File: src/rtl/uart_receiver.sv
// UART receiver: 2-flop synchroniser, oversampled 2-of-3 majority voting, one-byte holding register.
// Define UART_RX_PARITY_EN to expect an even-parity bit between the last data bit and the stop bit.
module uart_receiver #(
  parameter int CLOCK_FREQ = 50_000_000,
  parameter int BAUD_RATE  = 115200,
  parameter int OVERSAMPLE = 16
) (
  input  logic       clk,
  input  logic       rst_n,
  input  logic       rx_pin,
  output logic [7:0] rx_data,
  output logic       rx_valid,
  input  logic       rx_ready,
  output logic       frame_err,
  output logic       overrun,
  output logic       parity_err,
  output logic [2:0] state_o
);

  localparam int DIV = CLOCK_FREQ / (BAUD_RATE * OVERSAMPLE);
  localparam int TW  = (DIV > 1) ? $clog2(DIV) : 1;
  localparam int SW  = $clog2(OVERSAMPLE);
  localparam logic [TW-1:0] T_LAST = TW'(DIV - 1);
  localparam logic [SW-1:0] S_V0   = SW'(OVERSAMPLE / 2 - 2);
  localparam logic [SW-1:0] S_V1   = SW'(OVERSAMPLE / 2 - 1);
  localparam logic [SW-1:0] S_V2   = SW'(OVERSAMPLE / 2);
  localparam logic [SW-1:0] S_LAST = SW'(OVERSAMPLE - 1);

`ifdef UART_RX_PARITY_EN
  typedef enum logic [2:0] {
    IDLE = 3'd0, START = 3'd1, DATA = 3'd2, PARITY = 3'd3, STOP = 3'd4, WAIT_IDLE = 3'd5
  } state_t;
`else
  typedef enum logic [2:0] {
    IDLE = 3'd0, START = 3'd1, DATA = 3'd2, STOP = 3'd4, WAIT_IDLE = 3'd5
  } state_t;
`endif

  state_t          state_q, state_d;
  logic            sync1_q, sync2_q, prev_q;
  logic [TW-1:0]   tick_q, tick_d;
  logic [SW-1:0]   samp_q, samp_d;
  logic [2:0]      bit_q, bit_d;
  logic [7:0]      shift_q, shift_d;
  logic            v0_q, v0_d, v1_q, v1_d;
  logic [7:0]      data_q, data_d;
  logic            valid_q, valid_d;
  logic            ferr_q, ferr_d;
  logic            ovr_q, ovr_d;
  logic            rx_s, tick, vote, byte_done;

  assign rx_s = sync2_q;
  assign tick = (tick_q == T_LAST);
  assign vote = (v0_q & v1_q) | (v0_q & rx_s) | (v1_q & rx_s);

`ifdef UART_RX_PARITY_EN
  logic par_q, par_d, perr_q, perr_d;
`endif

  always_comb begin
    state_d   = state_q;
    tick_d    = tick ? '0 : tick_q + TW'(1);
    samp_d    = samp_q;
    bit_d     = bit_q;
    shift_d   = shift_q;
    v0_d      = v0_q;
    v1_d      = v1_q;
    data_d    = data_q;
    valid_d   = valid_q;
    ferr_d    = 1'b0;
    ovr_d     = 1'b0;
    byte_done = 1'b0;
`ifdef UART_RX_PARITY_EN
    par_d     = par_q;
    perr_d    = 1'b0;
`endif

    // Sample counter and the two early vote samples advance only while framing a bit.
    if (tick && state_q != IDLE && state_q != WAIT_IDLE) begin
      samp_d = (samp_q == S_LAST) ? '0 : samp_q + SW'(1);
      if (samp_q == S_V0) v0_d = rx_s;
      if (samp_q == S_V1) v1_d = rx_s;
    end

    case (state_q)
      IDLE: begin
        if (prev_q && !rx_s) begin
          state_d = START;
          samp_d  = '0;
          tick_d  = '0;
        end
      end
      START: begin
        if (tick) begin
          if (samp_q == S_V1 && rx_s) begin
            state_d = IDLE;
          end else if (samp_q == S_LAST) begin
            state_d = DATA;
            bit_d   = 3'd0;
          end
        end
      end
      DATA: begin
        if (tick) begin
          if (samp_q == S_V2) shift_d = {vote, shift_q[7:1]};
          if (samp_q == S_LAST) begin
            bit_d = bit_q + 3'd1;
`ifdef UART_RX_PARITY_EN
            if (bit_q == 3'd7) state_d = PARITY;
`else
            if (bit_q == 3'd7) state_d = STOP;
`endif
          end
        end
      end
`ifdef UART_RX_PARITY_EN
      PARITY: begin
        if (tick) begin
          if (samp_q == S_V2) par_d = vote;
          if (samp_q == S_LAST) state_d = STOP;
        end
      end
`endif
      STOP: begin
        if (tick && samp_q == S_V2) begin
          state_d = IDLE;
          if (!vote) begin
            ferr_d  = 1'b1;
            state_d = WAIT_IDLE;
          end
`ifdef UART_RX_PARITY_EN
          else if (^{shift_q, par_q}) perr_d = 1'b1;
`endif
          else byte_done = 1'b1;
        end
      end
      WAIT_IDLE: begin
        if (rx_s) state_d = IDLE;
      end
      default: state_d = IDLE;
    endcase

    // Holding register: a completed byte wins over an acceptance in the same cycle.
    if (byte_done) begin
      if (!valid_q || rx_ready) begin
        data_d  = shift_q;
        valid_d = 1'b1;
      end else begin
        ovr_d = 1'b1;
      end
    end else if (valid_q && rx_ready) begin
      valid_d = 1'b0;
    end
  end

  always_ff @(posedge clk or negedge rst_n) begin
    if (!rst_n) begin
      state_q <= IDLE;
      sync1_q <= 1'b1;
      sync2_q <= 1'b1;
      prev_q  <= 1'b1;
      tick_q  <= '0;
      samp_q  <= '0;
      bit_q   <= '0;
      shift_q <= '0;
      v0_q    <= 1'b0;
      v1_q    <= 1'b0;
      data_q  <= 8'h00;
      valid_q <= 1'b0;
      ferr_q  <= 1'b0;
      ovr_q   <= 1'b0;
    end else begin
      state_q <= state_d;
      sync1_q <= rx_pin;
      sync2_q <= sync1_q;
      prev_q  <= sync2_q;
      tick_q  <= tick_d;
      samp_q  <= samp_d;
      bit_q   <= bit_d;
      shift_q <= shift_d;
      v0_q    <= v0_d;
      v1_q    <= v1_d;
      data_q  <= data_d;
      valid_q <= valid_d;
      ferr_q  <= ferr_d;
      ovr_q   <= ovr_d;
    end
  end

`ifdef UART_RX_PARITY_EN
  always_ff @(posedge clk or negedge rst_n) begin
    if (!rst_n) begin
      par_q  <= 1'b0;
      perr_q <= 1'b0;
    end else begin
      par_q  <= par_d;
      perr_q <= perr_d;
    end
  end
  assign parity_err = perr_q;
`else
  assign parity_err = 1'b0;
`endif

  assign rx_data   = data_q;
  assign rx_valid  = valid_q;
  assign frame_err = ferr_q;
  assign overrun   = ovr_q;
  assign state_o   = state_q;

endmodule

File: config.mk
export PLATFORM = sky130hd
export DESIGN_NAME = uart_receiver
export DESIGN_NICKNAME = d
export VERILOG_FILES = /design/src/rtl/uart_receiver.sv
export SDC_FILE = /design/constraint.sdc
export NUM_CORES = 1
export LEC_CHECK = 0
export ABC_CLOCK_PERIOD_IN_PS = 2700
export BUFFER_PORTS_ARGS = -buffer_cell sky130_fd_sc_hd__buf_4
export CAP_MARGIN = 20
export CORE_ASPECT_RATIO = 1.75
export CORE_MARGIN = 2
export CORE_UTILIZATION = 45
export DETAILED_ROUTE_END_ITERATION = 8
export GPL_ROUTABILITY_DRIVEN = 0
export GPL_TIMING_DRIVEN = 0
export SLEW_MARGIN = 15
export SYNTH_ARGS = -nofsm -noshare
export SYNTH_HDL_FRONTEND = slang
export SYNTH_SLANG_ARGS = --single-unit
File: constraint.sdc
create_clock -name clk -period 2.7 [get_ports clk]
set_input_delay 0.135 -clock clk [delete_from_list [all_inputs] [get_ports clk]]
set_output_delay 0.135 -clock clk [all_outputs]
set_load 0.02 [all_outputs]
Word-level counts from Yosys, hierarchy flattened. Index checks and enable logic that the tools add are counted.

Flip-flop bits (word level): 39. Bits of input ports: 4. Logic and storage cells: 99. Output and inout bits: 15.

Reductions and logical operators: 20. Muxes and demuxes: 35. $add $sub $neg: 3. Bitwise logic cells: 5. Eq/ne operators: 22.

Operators by type and width (count): 2-to-1 mux 3 bit (15); != test 2 bit, second input constant (9); 2-to-1 mux 4 bit (4); 2-to-1 mux 5 bit (3); one-hot mux 3 bit (5 select lines) (1); 2-to-1 mux 1 bit (11); == test 3 bit, second input constant (3); == test 4 x 3 -> 1 bit, second input constant (2); == test 4 bit, second input constant (2); AND reduction 2 bit (4); AND reduction 8 bit (1); logical AND 1 bit (6); != test 3 bit, second input constant (2); one-hot mux 3 bit (2 select lines) (1); AND reduction 6 bit (1); adder 5 x 1 -> 5 bit, second input constant (1); == test 5 bit, second input constant (1); adder 4 x 1 -> 4 bit, second input constant (1); nonzero test 2 bit (2); adder 3 x 1 -> 3 bit, second input constant (1); AND 1 bit (3); == test 3 x 1 -> 1 bit, second input constant (1); == test 3 x 2 -> 1 bit, second input constant (1); zero test 3 bit (1); other kinds (6) (8).

Longest topological paths before layout. Gate-level depths: netlist (run 1).

Word-level depth: 8. Mapped depth: 8. Gate-level depth less buffers: 7.

Worst setup path before layout (run 1). OpenSTA, ideal clock, no wires.

Kind: register to register. Start point: register tick_q[0]. End point: register data_q[0], in the netlist rx_data[0]. Data arrival time: 1864 ps. Path slack: 711 ps. Data required time: 2575 ps. Stages on the path, launching flop included: 9. Clock period less this slack: 1989 ps. Path buffers: 1. Setup time: 125 ps. Path through: dfrtp_1 -> inv_1 -> ha_1 -> nand4b_4 -> or3_4 -> nor2_2 -> and3_1 -> buf_6 -> mux2_4.

Cells in the longest elaborated chain, start to end: 5.

RTL lines: from (decl) (RTL line 41) `logic [TW-1:0] tick_q, tick_d;`; from (signal assigned) (RTL line 177) `tick_q <= tick_d;`; == test 5 bit (RTL line 53) `assign tick = (tick_q == T_LAST);`; logical AND 1 bit (RTL line 125) `if (tick && samp_q == S_V2) begin`; 2-to-1 mux 1 bit (RTL line 125); 2-to-1 mux 1 bit (RTL line 85) `case (state_q)`; AND reduction 2 bit (no source line); to (signal assigned) (RTL line 183) `data_q <= data_d;`; to (decl) (RTL line 46) `logic [7:0] data_q, data_d;`.

No other way between the ends. A chain may end at the register's enable or synchronous reset.

Final worst setup path (run 1).
Start point: register tick_q[0]. End point: register state_q[2], in the netlist state_o[2].

Cells in the longest elaborated chain, start to end: 4. Elaborated cells on any way between the ends: 6. Classes of those cells: eq/ne: 4; reduce/logical: 2.

RTL lines: == test 5 bit * (RTL line 53); logical AND 1 bit (RTL line 125); != test 2 bit (no source line); AND reduction 8 bit (no source line) *; to (signal assigned) (RTL line 173) `state_q <= state_d;`; to (decl) (RTL line 39) `state_t state_q, state_d;`.

Every way passes the cells marked *; elsewhere a longest branch is shown, timed or not.

==> results of run 1 <==
-- worst max-delay path by stage --
stage	to	slack, ns	depth (start not counted)
4_1_cts	state_o[2]$_DFFE_PN0P_	0.51	7
5_1_grt	state_o[2]$_DFFE_PN0P_	0.34	7
2_1_floorplan	rx_data[0]$_DFFE_PN0P_	0.71	8
6_report	state_o[2]$_DFFE_PN0P_	0.49	7
3_3_place_gp	shift_q[0]$_DFFE_PN0P_	0.58	6
3_5_place_dp	state_o[2]$_DFFE_PN0P_	0.53	7
-- cells in the final DEF, fill, tap and decap left out, drive strengths merged, types with 3 or more instances in the layout --
cell,instances
nand2,14
nand3,8
nor2,14
inv,8
dfstp,3
o21ai,6
dfrtp,36
xor2,3
clkbuf,7
ha,8
mux2,20
buf,21
nor3,3
a21oi,5
-- stage by stage --
stage | power [mW] | hold slack (ns) | utilization | setup WS [ns]
2_1_floorplan | 1.04 | -0.161 | - | 0.711
3_3_place_gp | 1.14 | 0.130 | 0.503 | 0.579
3_5_place_dp | 1.17 | 0.136 | 0.503 | 0.528
4_1_cts | 1.67 | 0.140 | 0.537 | 0.508
5_1_grt | 1.76 | 0.150 | 0.537 | 0.341
6_report | 1.64 | 0.150 | 0.537 | 0.494
-- cells by family after synthesis --
kind of cell / synth area share
simple gates: 0.165
flops: 0.527
mux: 0.148
compound gates: 0.0464
buf+inv: 0.0343
fa+ha+maj: 0.0592
xor+xnor: 0.0188
other cells: 0.00202
-- worst max-delay path, cell delays in order (launching register included) --
cell and delay [ns]:
dfrtp_1 0.42, inv_1 0.07, ha_1 0.19, nand4b_4 0.18, o311ai_0 0.43, a21oi_1 0.15
nor3_2 0.27, mux2_2 0.38
-- final cells by class --
class	instances	area [um^2]
plain buffers	5	33.8
clock buffers	6	82.6
clock inverters	2	35.0
fillers	365	1890
inverters	8	30.0
multi-input cells	107	817
flip-flops and latches	39	980
well taps	49	61.3
repair buffers	19	148
-- flip-flops by register name (all words and copies together) (netlist names) --
signal / count
rx_data: 8
shift_q: 8
tick_q: 5
samp_q: 4
bit_q: 3
state_o: 3
frame_err: 1
overrun: 1
prev_q: 1
rx_s: 1
rx_valid: 1
sync1_q: 1
v0_q: 1
v1_q: 1
-- metal layers --
layer / GRT usage / vias up / part of all wire
li1: - / 592 / -
met2: 0.301 / 13 / 0.57
met4: 0.0629 / 0 / 0.019
met5: 0 / - / 0
met3: 0.0401 / 7 / 0.026
met1: 0.160 / 592 / 0.39
-- power by group --
group	switching, mW	internal [mW]
Combinational	0.258	0.181
Sequential	0.0632	0.653
Clock	0.191	0.299
-- timing repair --
item | CTS | global route
setup buffers | 0 | 0
hold buffers | 2 | 0
hold endpoints to repair | 37 | 0
==> run_results.csv, run 1 <==
group,metric,value,unit
run_status,status,"finished clean",
hold_path,holdPathStages,3,
route,dr.pass1.iters,4,
grt,grt_pass1_vias,1238,
synth,ys_warn_count,0,
die,die_y,89.1,um
synth,synthArstFlopShare,1.00,
timing,setup_viol,0,
place,dp_hpwl,2390,um
die,start_util,0.457,
hold_path,hp-class,"in2reg",
cells_and_area,area_growth,17.6,%
synth,synth_area,1860,um^2
die,dieWidth,52.6,um
place,port_buffers,17,
clock_network,insertion_delay,0.28,ns
clock_network,cts_inserted_buffers,5,
synth,synth_fp_nets,171,
clock_network,cts_max_level,2,
synth,synth-seq-cells,39,
timing,tightestPinTransition,0.574,ns
synth,syn-instance-count,159,
timing,final_hold_viol_count,0,
synth,ys.flop_type,"dfrtp_1",
cells_and_area,num_antenna_cells,0,
clock_network,cts_resized,0,
timing,rsz0062_at_grt,"false",
setup_path,crit_type,"reg2reg",
timing,slew_violations,0,
clock_network,cts_buffer_depth,2,
pwr,power.density,752,nW/um^2
setup_path,rr_startpoint,"tick_q[0]$_DFF_PN0_",
setup_path,r2r_slack,0.49,ns
synth,synth_cell_types,38,
clock_network,cts_root_buffer,"clkbuf_8",
place,placed_area,2050,um^2
route,num_vias,1204,
setup_path,crit_fanout,8,
synth,synth-seq-area-share,0.527,
clock_network,clock-sinks,39,
cells_and_area,nets,197,
setup_path,worstSetupEndpointType,"flop",
timing,skew,0.00260,ns
hold_path,min_to,"overrun$_DFF_PN0_",
synth,synth_edf_count,0,
place,dp_cells,225,
grt,grt_max_degree,40,
synth,synthTopCellsByCount,"dfrtp_1 (36), nand2_1 (14), mux2_2 (12), nor2_1 (12)",
timing,fin_crit,2.21,ns
grt,gr-total-overflow,0,
setup_path,cp-start-kind,"flop",
setup_path,cp-startpoint,"tick_q[0]$_DFF_PN0_",
die,fp.dieArea,4690,um^2
setup_path,cp.required,2.87,ns
route,ant_nets,0,
grt,antenna_found_initial,0,
route,drc,0,
setup_path,arrival,2.38,ns
synth,postSynthAreaPerCell,11.7,um^2
hold_path,min_from,"rx_ready",
timing,timing.slew.headroom,0.614,
route,via_per_inst,5.12,
grt,grtUsageTotal,0.159,
pwr,irDropWorstVdd,0.419,mV
grt,grt_pass1_wl,5480,um
timing,fmax,453,MHz
die,io_pins,19,
synth,synth.most_common_cell,"dfrtp_1",
cells_and_area,fin_cells,235,
synth,synth_top_area_share,0.484,
synth,post-synth-top-area-cell,"dfrtp_1",
route,wl,3140,um
cells_and_area,drive_gt1_frac,0.312,
timing,post-route-period-util,0.817,
setup_path,r2r_cells,7,
route,wl_per_cell,13.4,um
clock_network,clkSlewWorstSetupHoldPaths,0.07,ns
clock_network,cts_tree,"done",
route,drtIter0Drc,15,
setup_path,rr_endpoint,"state_o[2]$_DFFE_PN0P_",
synth,ys_top_cells_by_area,"dfrtp_1 (48%), mux2_2 (7.3%), mux2_4 (6.5%)",
die,core-area,4070,um^2
timing,tns,0,ns
die,row_count,31,
run,maxCapViolations,0,
pwr,leakagePower,1.09,nW
cells_and_area,design_area,2190,um^2
(Power assumes the default switching activity.)
==> run 2, diff against run 1 <==
--- a/config.mk
+++ b/config.mk
@@ -5,7 +5,7 @@
 export SDC_FILE = /design/constraint.sdc
 export NUM_CORES = 1
 export LEC_CHECK = 0
-export ABC_CLOCK_PERIOD_IN_PS = 2700
+export ABC_CLOCK_PERIOD_IN_PS = 1800
 export BUFFER_PORTS_ARGS = -buffer_cell sky130_fd_sc_hd__buf_4
 export CAP_MARGIN = 20
 export CORE_ASPECT_RATIO = 1.75
@@ -14,6 +14,7 @@
 export DETAILED_ROUTE_END_ITERATION = 8
 export GPL_ROUTABILITY_DRIVEN = 0
 export GPL_TIMING_DRIVEN = 0
+export PLACE_DENSITY = 0.66
 export SLEW_MARGIN = 15
 export SYNTH_ARGS = -nofsm -noshare
 export SYNTH_HDL_FRONTEND = slang
==> constraint.sdc (replaced) <==
create_clock -name clk -period 1.8 [get_ports clk]
set_input_delay 0.09 -clock clk [delete_from_list [all_inputs] [get_ports clk]]
set_output_delay 0.09 -clock clk [all_outputs]
set_load 0.02 [all_outputs]
==> run_results.csv, run 2 (synthesized netlist as in run 1, its figures left out) <==
group,metric,value,unit
run_status,status,"finished with violations",
run_status,violations,"negative setup slack",
pwr,total_power,2.70,mW
clock_network,cts_inserted_buffers,5,
route,wl,3530,um
cells_and_area,register_area,981,um^2
setup_path,r2r_slack,-0.17,ns
setup_path,cp.required,1.97,ns
grt,grt_max_degree,40,
grt,grt_pass1_wl,6020,um
run,maxCapViolations,0,
setup_path,rr_startpoint,"tick_q[0]$_DFF_PN0_",
die,row_count,31,
cells_and_area,fillerInstances,333,
place,port_buffers,17,
timing,setup_viol,20,
setup_path,rr_endpoint,"rx_data[0]$_DFFE_PN0P_",
clock_network,clkSlewWorstSetupHoldPaths,0.07,ns
hold_path,hp-class,"in2reg",
clock_network,cts_tree,"done",
die,fp.dieArea,4690,um^2
timing,setup_ws,-0.170,ns
timing,final_hold_viol_count,0,
cells_and_area,area_growth,29.5,%
setup_path,crit_fanout,8,
die,core-area,4070,um^2
clock_network,insertion_delay,0.29,ns
grt,antenna_found_initial,0,
route,wl_per_cell,14.4,um
clock_network,cts_buffer_depth,2,
setup_path,worstSetupEndpointType,"flop",
clock_network,cts_max_level,2,
hold_path,min_to,"rx_valid$_DFFE_PN0P_",
route,drc,0,
cells_and_area,nets,208,
pwr,irDropWorstVdd,0.745,mV
clock_network,clock-sinks,39,
die,die_y,89.1,um
cells_and_area,num_antenna_cells,0,
cells_and_area,fin_cells,246,
timing,fin_crit,1.97,ns
cells_and_area,final_cell_mix,"dfrtp_1 (35), buf_4 (28), mux2_4 (16)",
clock_network,cts_root_buffer,"clkbuf_8",
setup_path,arrival,2.14,ns
die,io_pins,19,
grt,gr-total-overflow,0,
hold_path,min_from,"rx_ready",
route,via_per_inst,5.27,
timing,slew_violations,0,
pwr,power.density,1120,nW/um^2
place,dp_hpwl,2370,um
cells_and_area,multiInputGateArea,940,um^2
setup_path,crit_type,"reg2reg",
grt,grt_pass1_vias,1380,
cells_and_area,drive_gt1_frac,0.431,
route,ant_nets,0,
place,dp_cells,225,
die,dieWidth,52.6,um
hold_path,holdPathStages,3,
setup_path,cp-start-kind,"flop",
cells_and_area,post-route-util,0.591,
cells_and_area,final_common_cell,"dfrtp_1",
die,start_util,0.457,
timing,post-route-period-util,1.09,
timing,rsz0062_at_grt,"true",
pwr,leakagePower,1.15,nW
grt,grtUsageTotal,0.172,
setup_path,r2r_cells,7,
timing,fmax,508,MHz
timing,skew,0.00489,ns
route,num_vias,1297,
route,drtIter0Drc,9,
route,dr.pass1.iters,4,
## run 2: cell types whose count changed in the layout (fill, tap and decap cells not counted), moves of 2 or more
cell and delta:
mux2_2 -8, ha_1 -3, nand2_2 +2, buf_4 +10, nor2_2 -2, nor2_4 +3
ha_2 +2, nand2_1 -2, mux2_4 +8
## run 2: worst max-delay path by stage
stage | start | slack (ns) | cells past startpoint | endpoint
2_1_floorplan | tick_q[0]$_DFF_PN0_ | -0.14 | 8 | rx_data[0]$_DFFE_PN0P_
3_3_place_gp | tick_q[0]$_DFF_PN0_ | -0.28 | 6 | shift_q[1]$_DFFE_PN0P_
3_5_place_dp | tick_q[0]$_DFF_PN0_ | -0.33 | 6 | shift_q[6]$_DFFE_PN0P_
4_1_cts | tick_q[0]$_DFF_PN0_ | -0.23 | 8 | rx_data[5]$_DFFE_PN0P_
5_1_grt | tick_q[0]$_DFF_PN0_ | -0.23 | 7 | rx_data[5]$_DFFE_PN0P_
6_report | tick_q[0]$_DFF_PN0_ | -0.17 | 7 | rx_data[0]$_DFFE_PN0P_
## run 2: layout make-up
| cell class | instances | area share |
|---|---|---|
| flip-flops and latches | 39 | 0.407 |
| multi-input cells | 107 | 0.390 |
| repair buffers | 31 | 0.105 |
| clock buffers | 6 | 0.0343 |
| well taps | 49 | 0.0255 |
| clock inverters | 2 | 0.0145 |
| inverters | 8 | 0.0125 |
| plain buffers | 4 | 0.0104 |
## run 2: worst max-delay path: stages (launching register included)
cell      delay [ns]
dfrtp_1         0.39
inv_1           0.07
ha_2            0.19
nand4b_4        0.13
or3_4           0.37
nor2_4          0.10
and3_4          0.29
mux2_4          0.32
## run 2: routing by layer
layer  GRT usage  vias up  share of wire
li1            -      614              -
met1       0.170      642           0.38
met2       0.326       30           0.56
met3      0.0351       11          0.029
met4      0.0862        0          0.032
met5           0        -              0
## run 2: metrics by stage
step | hold slack, ns | setup TNS, ns | setup slack [ns] | area (um^2)
after floorplan | -0.206 | -2.03 | -0.138 | 1860
after global placement | 0.0768 | -4.77 | -0.279 | 2050
after global routing | 0.129 | -4.54 | -0.226 | 2410
after CTS | 0.0917 | -4.18 | -0.232 | 2300
final | 0.117 | -2.64 | -0.170 | 2410
after detailed placement | 0.0851 | -5.78 | -0.325 | 2050
## run 2: what timing repair did
item,CTS,global route
setup endpoints to repair,27,29
hold endpoints to repair,37,0
hold buffers,2,0
resized for setup,11,22
buffers inserted,7,5
pin swaps,4,6
## run 2: where the power goes
group / switching [mW] / total (mW) / internal (mW)
clock network: 0.294 / 0.742 / 0.448
logic: 0.485 / 0.871 / 0.386
registers: 0.103 / 1.08 / 0.979
total: 0.881 / 2.70 / 1.81
